`config.mk`:
```
export PLATFORM = sky130hd
export DESIGN_NAME = matmul_feeder
export DESIGN_NICKNAME = d
export VERILOG_FILES = /design/src/rtl/matmul_feeder_pkg.sv /design/src/rtl/matmul_feeder_operand_bank.sv /design/src/rtl/matmul_feeder.sv
export SDC_FILE = /design/constraint.sdc
export NUM_CORES = 2
export LEC_CHECK = 0
export ABC_CLOCK_PERIOD_IN_PS = 51900
export BUFFER_PORTS_ARGS = -buffer_cell sky130_fd_sc_hd__buf_2
export CORE_MARGIN = 8
export CORE_UTILIZATION = 65
export CTS_CLUSTER_SIZE = 40
export DETAILED_ROUTE_END_ITERATION = 7
export PLACE_DENSITY = 0.95
export SYNTH_ARGS = -nofsm -noshare
export SYNTH_HDL_FRONTEND = slang
export SYNTH_SLANG_ARGS = --single-unit
```
`constraint.sdc`:
```
create_clock -name clk -period 51.9 [get_ports clk]
set_input_delay 7.785 -clock clk [delete_from_list [all_inputs] [get_ports clk]]
set_output_delay 7.785 -clock clk [all_outputs]
set_load 0.05 [all_outputs]
```
`src/rtl/matmul_feeder_pkg.sv`:
```
// feeder_pkg: shared types and sizing helpers for the matmul_feeder slice.
//   feeder_state_t : FSM states (CLEAR is only reachable with FEEDER_CLEAR_EN)
//   operand_t      : default-width signed operand
//   accum_t        : default-width signed accumulator
//   STREAM_LEN(d)  : streaming cycles per pass (3*d-2)
//   CNT_W(d)       : width of the phase counter t
package feeder_pkg;

  localparam int BITS_AB_DEF = 8;
  localparam int BITS_C_DEF  = 16;

  typedef enum logic [1:0] {
    IDLE   = 2'd0,
    CLEAR  = 2'd1,
    STREAM = 2'd2
  } feeder_state_t;

  typedef logic signed [BITS_AB_DEF-1:0] operand_t;
  typedef logic signed [BITS_C_DEF-1:0]  accum_t;

  function automatic int STREAM_LEN(input int dim);
    return 3 * dim - 2;
  endfunction

  function automatic int CNT_W(input int dim);
    return $clog2(3 * dim - 2);
  endfunction

endpackage

```
`src/rtl/matmul_feeder_operand_bank.sv`:
```
// operand_bank: DIM x DIM signed register file with one whole-row write port
// and a diagonally skewed read port.
//   clk, rst        : clock, asynchronous active-high reset (clears contents)
//   wr_en/wr_row    : overwrite row wr_row with wr_data (element c -> column c)
//   rd_en/rd_t      : skewed read at phase t; rd_data is 0 when rd_en is low
//   TRANSPOSE = 0   : rd_data[i] = M[i][t-i]  (A-side edge)
//   TRANSPOSE = 1   : rd_data[j] = M[t-j][j]  (B-side edge)
//   Lanes whose index t-i falls outside 0..DIM-1 read as 0.
module operand_bank
  import feeder_pkg::*;
#(
  parameter int DIM       = 8,
  parameter int BITS_AB   = 8,
  parameter int TRANSPOSE = 0,
  parameter int CW        = CNT_W(DIM)
) (
  input  logic                             clk,
  input  logic                             rst,
  input  logic                             wr_en,
  input  logic [$clog2(DIM)-1:0]           wr_row,
  input  logic signed [DIM*BITS_AB-1:0]    wr_data,
  input  logic                             rd_en,
  input  logic [CW-1:0]                    rd_t,
  output logic signed [DIM*BITS_AB-1:0]    rd_data
);

  localparam int RW = $clog2(DIM);

  logic signed [BITS_AB-1:0] mem_q [DIM][DIM];
  logic signed [BITS_AB-1:0] mem_d [DIM][DIM];

  always_comb begin
    mem_d = mem_q;
    if (wr_en) begin
      for (int c = 0; c < DIM; c++) begin
        mem_d[wr_row][c] = wr_data[c*BITS_AB +: BITS_AB];
      end
    end
  end

  always_ff @(posedge clk or posedge rst) begin
    if (rst) begin
      for (int r = 0; r < DIM; r++) begin
        for (int c = 0; c < DIM; c++) begin
          mem_q[r][c] <= '0;
        end
      end
    end else begin
      mem_q <= mem_d;
    end
  end

  // Lane i sees the element whose diagonal index t-i lands inside the tile.
  always_comb begin
    int          k;
    logic [RW-1:0] k_idx;
    logic [RW-1:0] i_idx;
    rd_data = '0;
    k       = 0;
    k_idx   = '0;
    i_idx   = '0;
    for (int i = 0; i < DIM; i++) begin
      k     = int'(rd_t) - i;
      k_idx = RW'(k);
      i_idx = RW'(i);
      if (rd_en && (k >= 0) && (k < DIM)) begin
        if (TRANSPOSE == 0) begin
          rd_data[i*BITS_AB +: BITS_AB] = mem_q[i_idx][k_idx];
        end else begin
          rd_data[i*BITS_AB +: BITS_AB] = mem_q[k_idx][i_idx];
        end
      end
    end
  end

endmodule

```
`src/rtl/matmul_feeder.sv`:
```
// matmul_feeder: operand staging and skew stage in front of a DIM x DIM
// systolic array. Host writes A/B tiles row by row while idle; start streams
// both tiles diagonally skewed, holds arr_en for 3*DIM-2 cycles, then pulses
// done for one cycle.
//   clk, rst             : clock, asynchronous active-high reset
//   wr_en/wr_sel/wr_row  : row write (wr_sel 0 = A bank, 1 = B bank)
//   wr_data, wr_ready    : row data; writes only land while wr_ready (IDLE)
//   start, busy, done    : pass control / status
//   arr_A, arr_B, arr_en : skewed operand edges and MAC enable
//   arr_WrEn, arr_Crow, arr_Cin : accumulator clear port (arr_Cin is always 0)
// Build option: define FEEDER_CLEAR_EN to insert a DIM-cycle CLEAR phase
// (arr_WrEn=1, arr_Crow walks 0..DIM-1) before each STREAM phase.
module matmul_feeder
  import feeder_pkg::*;
#(
  parameter int BITS_AB = 8,
  parameter int BITS_C  = 16,
  parameter int DIM     = 8
) (
  input  logic                          clk,
  input  logic                          rst,
  input  logic                          wr_en,
  input  logic                          wr_sel,
  input  logic [$clog2(DIM)-1:0]        wr_row,
  input  logic signed [DIM*BITS_AB-1:0] wr_data,
  output logic                          wr_ready,
  input  logic                          start,
  output logic                          busy,
  output logic                          done,
  output logic signed [DIM*BITS_AB-1:0] arr_A,
  output logic signed [DIM*BITS_AB-1:0] arr_B,
  output logic                          arr_en,
  output logic                          arr_WrEn,
  output logic [$clog2(DIM)-1:0]        arr_Crow,
  output logic signed [DIM*BITS_C-1:0]  arr_Cin
);

  localparam int RW  = $clog2(DIM);
  localparam int LEN = STREAM_LEN(DIM);
  localparam int CW  = CNT_W(DIM);
  localparam logic [CW-1:0] T_LAST = CW'(LEN - 1);
`ifdef FEEDER_CLEAR_EN
  localparam logic [CW-1:0] T_CLR_LAST = CW'(DIM - 1);
`endif

  feeder_state_t state_q, state_d;
  logic [CW-1:0] t_q, t_d;
  logic          done_q, done_d;
  logic          wr_go;
  logic          streaming;

  assign wr_go     = wr_en && (state_q == IDLE);
  assign streaming = (state_q == STREAM);

  operand_bank #(
    .DIM(DIM), .BITS_AB(BITS_AB), .TRANSPOSE(0), .CW(CW)
  ) u_bank_a (
    .clk(clk), .rst(rst),
    .wr_en(wr_go && !wr_sel), .wr_row(wr_row), .wr_data(wr_data),
    .rd_en(streaming), .rd_t(t_q), .rd_data(arr_A)
  );

  operand_bank #(
    .DIM(DIM), .BITS_AB(BITS_AB), .TRANSPOSE(1), .CW(CW)
  ) u_bank_b (
    .clk(clk), .rst(rst),
    .wr_en(wr_go && wr_sel), .wr_row(wr_row), .wr_data(wr_data),
    .rd_en(streaming), .rd_t(t_q), .rd_data(arr_B)
  );

  always_ff @(posedge clk or posedge rst) begin
    if (rst) begin
      state_q <= IDLE;
      t_q     <= '0;
      done_q  <= 1'b0;
    end else begin
      state_q <= state_d;
      t_q     <= t_d;
      done_q  <= done_d;
    end
  end

  always_comb begin
    state_d = state_q;
    t_d     = t_q;
    done_d  = 1'b0;
    case (state_q)
      IDLE: begin
        if (start) begin
`ifdef FEEDER_CLEAR_EN
          state_d = CLEAR;
`else
          state_d = STREAM;
`endif
          t_d = '0;
        end
      end
`ifdef FEEDER_CLEAR_EN
      CLEAR: begin
        if (t_q == T_CLR_LAST) begin
          state_d = STREAM;
          t_d     = '0;
        end else begin
          t_d = t_q + 1'b1;
        end
      end
`endif
      STREAM: begin
        // Last cycle drains the array; done is registered so it lands in IDLE.
        if (t_q == T_LAST) begin
          state_d = IDLE;
          t_d     = '0;
          done_d  = 1'b1;
        end else begin
          t_d = t_q + 1'b1;
        end
      end
      default: begin
        state_d = IDLE;
        t_d     = '0;
      end
    endcase
  end

  assign wr_ready = (state_q == IDLE);
  assign busy     = (state_q != IDLE);
  assign done     = done_q;
  assign arr_en   = streaming;
  assign arr_Cin  = '0;

`ifdef FEEDER_CLEAR_EN
  assign arr_WrEn = (state_q == CLEAR);
  assign arr_Crow = (state_q == CLEAR) ? t_q[RW-1:0] : '0;
`else
  assign arr_WrEn = 1'b0;
  assign arr_Crow = '0;
`endif

endmodule

```
==> flow_summary.yaml <==
status:
  status: "finished, final reports clean"
timing:
  hold_viol: 0
  clock.fmax_mhz: 73.6
  period_minus_slack_ns: 13.58
  rsz0062_at_grt: "false"
  whs_ns: 0.498
  final-max-slew-violation-count: 0
  setup-tns-final_ns: 0
  tightest_slew_ns: 1.37
  final-setup-viol-count: 0
  min_period_over_period: 0.262
  slew_headroom: 0.0885
  clock_skew_ns: 0.0242
synth:
  synth_area_leaders: "dfrtp_1 54%, mux2_2 24%, mux4_2 12%, mux2i_1 2.4%, buf_4 2.3%"
  ys_async_sr_fraction: 1.00
  synth_common_cells: "1,031 x dfrtp_1, 1,024 x mux2_2, 256 x mux4_2"
  netlist_instances: 3082
  yosysSeqAreaShare: 0.537
  synthFlopType: "dfrtp_1"
  yosysUniqueCellTypes: 47
  synth_most_common_cell: "dfrtp_1"
  synth-edff-count: 0
  synth_top_cell_by_area: "dfrtp_1"
  netlist_area_sq_um: 48100
  synth_seq_cells: 1031
  syn_area_per_cell_sq_um: 15.6
  synth_top_area_share: 0.537
  yosys_warnings: 0
drt:
  drcViolationCount: 0
  ant_nets: 0
  via_count: 31100
  drtIter0Drc: 4175
  finalWirelength_um: 146000
  wl_per_cell_um: 34.5
  drtPass1Iterations: 5
  viasPerCell: 7.34
place:
  gp_congestion: 0.866
  place_hpwl_um: 83400
  placed_cell_area_sq_um: 49100
  dp.cells: 4021
  io_buffers: 203
layout:
  drive_gt1_frac: 0.531
  fin_area_sq_um: 52600
  syn_to_final_growth_pct: 9.43
  final_nets: 3247
  finalNonFillerCells: 4239
global_route:
  grt_pass1_wl_um: 215000
  grt_pass1_vias: 32600
  grt_usage: 0.351
  grt.overflow.total: 0
  grt_antenna_before_repair: 38
  grt_max_degree: 210
die:
  coreArea_sq_um: 73100
  row_count: 99
  die_area_sq_um: 82900
  start_util: 0.658
  die_w_um: 288
  fp.dieH_um: 288
  pin_count: 336
clock_tree:
  cts_hold_buffers: 0
  clk_latency_ns: 0.69
  clockBufferDepth: 3
  ctsResizeCount: 0
  numCtsBuffers: 99
  cts_root_buf: "clkbuf_16"
  clkTransAtPathRegs_ns: 0.07
  cts_setup_buffers: 0
  cts_tree: "built"
  h-tree-depth: 3
  cts_sinks: 1031
flow_run:
  maxCapViolCount: 0
power:
  p_seq_frac: 0.386
  p_clk_frac: 0.282
  netSwitchingFraction: 0.357
  peakVddDrop_uv: 50.3
  p_int_mw: 1.73
  p_sw_uw: 957
  pwr-share-comb: 0.331
  p_leak_nw: 26.0
  power_density_nw_per_um2: 51.0
  power_mw: 2.68
critical_path:
  worstPathMaxFanout: 53
  max_stage_delay_ns: 0.92
  rrSetupSlack_ns: 48.00
  cp_slowest_cell: "dfrtp_4"
  crit_path_end: "arr_B[9]"
  start_kind: "flop"
  setup.worst_path.start: "t_q[0]"
  regToRegEndpoint: "t_q[3]"
  r2r_start: "t_q[0]"
  arrival_ns: 5.80
  ff2ff_path_depth: 6
  worstSetupPathType: "flop to output pin"
  worstSetupEndpointType: "output pin"
  crit_required_ns: 44.11
  path_cells: "inv_1, ha_4, buf_4, buf_4, mux4_2, mux2i_1, a2111oi_0, buf_2"
  critPathMostFrequentCell: "buf_4"
min_path:
  hold_path.class: "flop to flop"
worst min path at each step:
| stage | startpoint | end | slack, ns | depth (start not counted) |
|---|---|---|---|---|
| after floorplan | u_bank_a.mem_q[120] | u_bank_a.mem_q[120] | 0.47 | 1 |
| after global placement | u_bank_a.mem_q[267] | u_bank_a.mem_q[267] | 0.48 | 1 |
| final | u_bank_b.mem_q[234] | u_bank_b.mem_q[234] | 0.50 | 1 |
| after global routing | u_bank_b.mem_q[260] | u_bank_b.mem_q[260] | 0.51 | 1 |
| after CTS | u_bank_b.mem_q[234] | u_bank_b.mem_q[234] | 0.50 | 1 |
| after detailed placement | u_bank_b.mem_q[436] | u_bank_b.mem_q[436] | 0.49 | 1 |
worst max-delay path, delay by kind of cell, from the launching register on:
kind | cells | cell delay (ns)
buffers and inverters | 4 | 2.18
DFF | 1 | 0.92
adders and majority gates | 1 | 0.70
AOI/OAI and AO/OA | 1 | 0.70
muxes | 2 | 0.47
flip-flops by register name, summed over array words and instances, names as in the netlist:
name and count:
done 1, u_bank_a.mem_q 512, state_q 1, u_bank_b.mem_q 512, t_q 5
placed cells by master (no fill, tap or decap), types with 3 or more instances in the layout:
cell type,n
dfrtp_1,1029
mux2_2,1024
mux4_2,256
buf_2,203
conb_1,132
mux2i_1,114
clkbuf_16,101
a211oi_1,48
buf_4,46
nand2_1,41
diode_2,38
nor3_1,32
clkbuf_8,29
clkbuf_1,20
a21oi_1,17
clkinv_2,16
nor4_1,16
a2111oi_0,13
ha_1,10
nand2_2,6
bufinv_16,6
a21boi_0,5
nor2_1,4
inv_1,4
nand3_1,4
nand2_4,3
nor2b_1,3
a2111oi_1,3
inv_16,3
clkinvlp_4,3
logic make-up after synthesis:
| group | count (synthesis) | share of synthesized area |
|---|---|---|
| AOI/OAI and AO/OA | 98 | 0.0148 |
| xor gates and xnor gates | 7 | 0.00128 |
| adders and majority gates | 12 | 0.00312 |
| buffers and inverters | 410 | 0.0467 |
| DFF | 1031 | 0.537 |
| muxes | 1394 | 0.384 |
| other | 1 | 0.0000780 |
| and+or+nand+nor | 129 | 0.0137 |
per-stage QoR:
stage / worst slack [ns] / utilization
6_report: 38.32 / 0.720
4_1_cts: 38.43 / 0.718
5_1_grt: 38.20 / 0.719
2_1_floorplan: 15.10 / -
3_5_place_dp: 39.28 / 0.672
3_3_place_gp: 39.33 / 0.672
routing by layer:
| layer | vias up | GRT usage | wire length, um |
|---|---|---|---|
| met5 | - | 0.00952 | 237 |
| met4 | 25 | 0.230 | 10600 |
| met3 | 754 | 0.117 | 18700 |
| met2 | 2681 | 0.529 | 67400 |
| met1 | 16300 | 0.433 | 49200 |
| li1 | 11400 | - | - |
cell type report:
| class | instances | area [sq um] |
|---|---|---|
| inverters | 8 | 38.8 |
| clock inverters | 30 | 393 |
| diodes | 38 | 95.1 |
| clock buffers | 150 | 3000 |
| repair buffers | 251 | 1400 |
| fillers | 3881 | 20500 |
| flip-flops and latches | 1031 | 25800 |
| multi-input cells | 1772 | 20700 |
| well taps | 959 | 1200 |
power by group through the flow:
stage                     clock network, mW  registers, mW  logic (mW)
after floorplan                           0           1.00       0.663
after global placement                    0           1.02       0.827
after detailed placement                  0           1.04       0.852
after CTS                             0.757           1.03       0.871
after global routing                  0.787           1.05       0.914
final                                 0.758           1.04       0.889
No activity file was read; power rests on OpenSTA's default activity.
